`src/rtl/time_set_controller.sv`:
```
`default_nettype none
//----------------------------------------------------------------------------
// time_set_controller : debounced hour/minute set sequencer for the alarm clock
// Rev 1.0
//----------------------------------------------------------------------------
module time_set_controller #(
  parameter int unsigned     DEBOUNCE_CYCLES = 1_000_000,
  parameter longint unsigned TIMEOUT_CYCLES  = 64'd3_000_000_000
) (
  input  logic       CLK100MHZ,
  input  logic       reset,
  input  logic       st_but,
  input  logic       nxt_but,
  input  logic [5:0] in_time,
  input  logic       m,
  output logic       commit,
  output logic       target,
  output logic [4:0] hr_out,
  output logic [5:0] min_out,
  output logic       hold_time,
  output logic       err,
  output logic       timeout,
  output logic [2:0] state_LED
);

  localparam int DB_W = (DEBOUNCE_CYCLES > 1) ? $clog2(DEBOUNCE_CYCLES) : 1;
  localparam logic [DB_W-1:0] DB_LAST = DB_W'(DEBOUNCE_CYCLES - 1);
  localparam int TO_W = $clog2(TIMEOUT_CYCLES + 1);
  localparam logic [TO_W-1:0] TO_LAST = TO_W'(TIMEOUT_CYCLES - 1);

  // Encodings double as the LED pattern so state_LED comes straight off the flops.
  typedef enum logic [2:0] {
    S_RUN  = 3'b001,
    S_HR   = 3'b010,
    S_MIN  = 3'b011,
    S_CONF = 3'b100
  } state_t;

  state_t          state;
  logic [1:0]      raw;
  logic [1:0]      press;
  logic [TO_W-1:0] idle;
  logic            st_go;
  logic            nxt_go;
  logic            expire;

  assign raw = {nxt_but, st_but};

  for (genvar i = 0; i < 2; i++) begin : g_btn
    logic            sync1;
    logic            sync2;
    logic            level;
    logic            level_d;
    logic            pulse;
    logic [DB_W-1:0] cnt;

    always_ff @(posedge CLK100MHZ or posedge reset) begin
      if (reset) begin
        sync1   <= 1'b0;
        sync2   <= 1'b0;
        level   <= 1'b0;
        level_d <= 1'b0;
        pulse   <= 1'b0;
        cnt     <= '0;
      end else begin
        sync1 <= raw[i];
        sync2 <= sync1;
        if (sync2 != level) begin
          if (cnt == DB_LAST) begin
            level <= sync2;
            cnt   <= '0;
          end else begin
            cnt <= cnt + 1'b1;
          end
        end else begin
          cnt <= '0;
        end
        level_d <= level;
        pulse   <= level & ~level_d;
      end
    end

    assign press[i] = pulse;
  end

  // Cancel outranks advance when both land in the same cycle.
  assign nxt_go    = press[1];
  assign st_go     = press[0] & ~press[1];
  assign expire    = (idle == TO_LAST);
  assign state_LED = state;

  always_ff @(posedge CLK100MHZ or posedge reset) begin
    if (reset) begin
      state     <= S_RUN;
      target    <= 1'b0;
      hr_out    <= '0;
      min_out   <= '0;
      commit    <= 1'b0;
      err       <= 1'b0;
      timeout   <= 1'b0;
      hold_time <= 1'b0;
      idle      <= '0;
    end else begin
      commit  <= 1'b0;
      err     <= 1'b0;
      timeout <= 1'b0;
      if (state == S_RUN || st_go || nxt_go || expire) idle <= '0;
      else                                             idle <= idle + 1'b1;

      case (state)
        S_RUN: begin
          if (st_go) begin
            state     <= S_HR;
            target    <= m;
            hold_time <= ~m;
          end
        end
        S_HR: begin
          if (nxt_go) begin
            state     <= S_RUN;
            hold_time <= 1'b0;
          end else if (st_go) begin
            if (in_time <= 6'd23) begin
              hr_out <= in_time[4:0];
              state  <= S_MIN;
            end else begin
              err <= 1'b1;
            end
          end else if (expire) begin
            timeout   <= 1'b1;
            state     <= S_RUN;
            hold_time <= 1'b0;
          end
        end
        S_MIN: begin
          if (nxt_go) begin
            state     <= S_RUN;
            hold_time <= 1'b0;
          end else if (st_go) begin
            if (in_time <= 6'd59) begin
              min_out <= in_time;
              state   <= S_CONF;
            end else begin
              err <= 1'b1;
            end
          end else if (expire) begin
            timeout   <= 1'b1;
            state     <= S_RUN;
            hold_time <= 1'b0;
          end
        end
        S_CONF: begin
          if (nxt_go) begin
            state <= S_HR;
          end else if (st_go) begin
            commit    <= 1'b1;
            state     <= S_RUN;
            hold_time <= 1'b0;
          end else if (expire) begin
            timeout   <= 1'b1;
            state     <= S_RUN;
            hold_time <= 1'b0;
          end
        end
        default: begin
          state     <= S_RUN;
          hold_time <= 1'b0;
        end
      endcase
    end
  end

endmodule
`default_nettype wire

```
`config.mk`:
```
export PLATFORM = sky130hd
export DESIGN_NAME = time_set_controller
export DESIGN_NICKNAME = d
export VERILOG_FILES = /design/src/rtl/time_set_controller.sv
export SDC_FILE = /design/constraint.sdc
export NUM_CORES = 1
export LEC_CHECK = 0
export BUFFER_PORTS_ARGS = -buffer_cell sky130_fd_sc_hd__buf_2
export CAP_MARGIN = 10
export CORE_MARGIN = 2
export CORE_UTILIZATION = 42
export DETAILED_ROUTE_END_ITERATION = 7
export HOLD_SLACK_MARGIN = 0.06
export SYNTH_ARGS = -nofsm -noshare
export SYNTH_HDL_FRONTEND = slang
export SYNTH_SLANG_ARGS = --single-unit
```
`constraint.sdc`:
```
create_clock -name CLK100MHZ -period 6.9 [get_ports CLK100MHZ]
set_input_delay 1.38 -clock CLK100MHZ [delete_from_list [all_inputs] [get_ports CLK100MHZ]]
set_output_delay 1.38 -clock CLK100MHZ [all_outputs]
set_load 0.01 [all_outputs]
```
==> run summary <==
Status = complete, no violations
TritonCTS Sinks = 101
CTS tree = yes
Vias in the first global route = 3,588
Syn Nets = 489
Warnings, synthesis = 0
Worst slew margin = 37.4%
Total GRT Usage = 16.4%
Worst hold path stage count = 0
Worst path arrival time = 1.17 ns
Post-synthesis register bit count = 101
Die H = 112 um
Max-cap viol count = 0
Detailed Route WL = 9800 um
CP delay by family, top = flip-flops
DRC = 0
Number of DRC markers in iteration 0 = 130
PortBufs = 29
Ant diodes = 0
Worst Clk Skew = 0.00891 ns
First-pass GRT wire length = 17,000 um
Final setup TNS = 0 ns
Register area share after synthesis = 51.2%
IO Count = 30
Worst R2R Setup Slack = 4.50 ns
Synth Area per Inst = 10.4 um2
Worst Hold Class = reg2reg
Hold EP = g_btn[1].sync2
WP data required = 5.52 ns
Startpoint Class = flip-flop
Mapped Area = 4930 um2
CP max stage delay = 0.66 ns
Final cycle utilization of the critical path = 37.0%
Vias/cell = 5.72
Clock power share = 45.5%
Kind of critical path = reg2out
Post-synth cell types = 47
Routed WL per cell = 15.1 um
Net switching power = 0.000247 W
Critical Path End Type = output pin
Final Wtd Congestion = 0.798
Number of synthesized flops with an enable pin = 0
Max Buffers Root-to-Sink = 2
H-tree depth = 3
Nets = 515
Slowest-stage cell, CP = dfstp_2
RSZ-0062 raised after global routing = no
Final setup fails = 0
Final Util = 48.5%
Post-CTS Resized = 0
Setup repair bufs after CTS = 0
Slew @ Worst Pin = 0.939 ns
RR Startpoint = idle[0]
Core region area = 11,400 um2
Routed Antenna Nets = 0
Hold_sp = g_btn[1].sync1
Final hold vios = 0
Min Tclk post-route = 2.55 ns
Worst-path maximum fanout = 13
Prevailing post-synth register cell = dfrtp_1
Crit path buf inv count = 1
Layout cell share with drive strength beyond 1 = 15.4%
Core Rows = 39
Leakage power = 2.21 nW
Dpl hpwl = 6290 um
Max Slew Vio Count = 0
Die width = 112 um
Peak supply drop = 0.177 mV
CTS Hold Buffers Added = 0
Ys async rst share = 100%
Pint = 0.000907 W
Die area = 12,600 um2
Clock root buffer = clkbuf_16
Switching share of power = 21.4%
Initial antenna violation count = 0
Clock Latency Late Sink = 0.35 ns
First drt pass iteration count = 6
R2R Path End = idle[2]
Sequential power share = 52.0%
CTS Buf Count = 9
Remaining global-route overflow = 0
Area growth syn-to-layout = 12.1%
Via Count = 3,714
Initial Util = 43.2%
Power Density = 209 nW/um2
Max Clk Rate = 391 MHz
Mapped Cells = 475
Worst path cell trace = buf_2
Clk slew on worst S/H paths = 0.06 ns
R2R depth = 6
Gate power share = 2.4%
Largest net degree at the start of global routing = 76
-- cell usage in the layout (no fill, tap or decap), types with 17 or more instances in the layout --
cell type	instances
or4_1	17
nor3_1	23
o31ai_1	17
xnor2_1	26
dfrtp_1	100
nand3_1	30
nand2_1	23
buf_2	29
nor2_1	35
nand4_1	19
-- cell usage after synthesis, drive strengths merged (2+ instances only) --
master	number	share of area, %
dfrtp	100	51
nor2	35	2.7
nand3	30	3.0
xnor2	26	4.6
nand2	23	1.7
nor3	23	2.3
nand4	20	2.8
o31ai	18	2.7
o21ai	17	1.8
or4	17	2.6
a211oi	16	3.0
xor2	16	2.8
clkbuf	15	1.1
mux2	14	3.2
or3	14	1.8
a21oi	13	1.3
nor4	13	1.6
inv	12	0.91
and4	9	1.6
and3	6	0.76
and2	4	0.51
buf	4	0.58
nor2b	4	0.51
nor3b	4	0.61
ha	3	0.76
nor4b	3	0.53
nand2b	2	0.25
or4b	2	0.48
-- cell type report --
| type | instances | area [um2] |
|---|---|---|
| Clock buffer | 12 | 256 |
| Fill cell | 1105 | 5890 |
| Clock inverter | 4 | 55.1 |
| Timing Repair Buffer | 34 | 183 |
| Inverter | 12 | 47.5 |
| Tap cell | 143 | 179 |
| Sequential cell | 101 | 2530 |
| Multi-Input combinational cell | 343 | 2280 |
-- state kept, by name (all words and copies together) (netlist names), 3 cells and up --
register and cells:
g_btn.cnt 40, min_out 6, state_LED 3, idle 32
hr_out 5
-- stage by stage --
stage | hold slack (ns) | cell area (um2) | power [W] | cells | setup slack (ns)
3_3_place_gp | 0.332 | 5220 | 0.000640 | 633 | 4.21
3_5_place_dp | 0.338 | 5220 | 0.000641 | 633 | 4.18
4_1_cts | 0.353 | 5530 | 0.00117 | 649 | 4.34
5_1_grt | 0.370 | 5530 | 0.00120 | 649 | 4.29
6_report | 0.350 | 5530 | 0.00115 | 649 | 4.35
2_1_floorplan | 0.331 | 4930 | 0.000629 | 475 | 2.87
-- cell families after synthesis --
logic type | Yosys count | synth area share (%)
DFF | 101 | 51.2
xor gates and xnor gates | 42 | 7.45
buffers and inverters | 31 | 2.64
AOI/OAI and AO/OA | 69 | 9.79
and+or+nand+nor | 215 | 24.9
muxes | 14 | 3.19
adders and majority gates | 3 | 0.761
-- per-layer routing --
layer,share of wire (%),global-route usage [%],vias to the layer above
li1,-,-,1803
met1,49,22.0,1862
met2,47,26.4,42
met3,2.8,4.75,7
met4,1.1,3.90,0
met5,0,0,-
-- power groups by stage --
| stage | Clock (W) | Combinational (W) | Sequential, W |
|---|---|---|---|
| 6_report | 0.000525 | 0.0000281 | 0.000600 |
| 4_1_cts | 0.000539 | 0.0000295 | 0.000600 |
| 3_5_place_dp | 0 | 0.0000294 | 0.000612 |
| 5_1_grt | 0.000564 | 0.0000335 | 0.000600 |
| 3_3_place_gp | 0 | 0.0000286 | 0.000611 |
| 2_1_floorplan | 0 | 0.0000179 | 0.000611 |
-- worst max path at each step --
stage	start	endpoint	depth (start not counted)
final	state_LED[0]	state_LED[0]	1
after global routing	state_LED[0]	state_LED[0]	1
after CTS	state_LED[0]	state_LED[0]	1
after detailed placement	reset	g_btn[1].cnt[14]	3
after global placement	reset	g_btn[1].cnt[10]	3
after floorplan	reset	commit	1
Note: power is estimated with default switching activity, not from simulation.
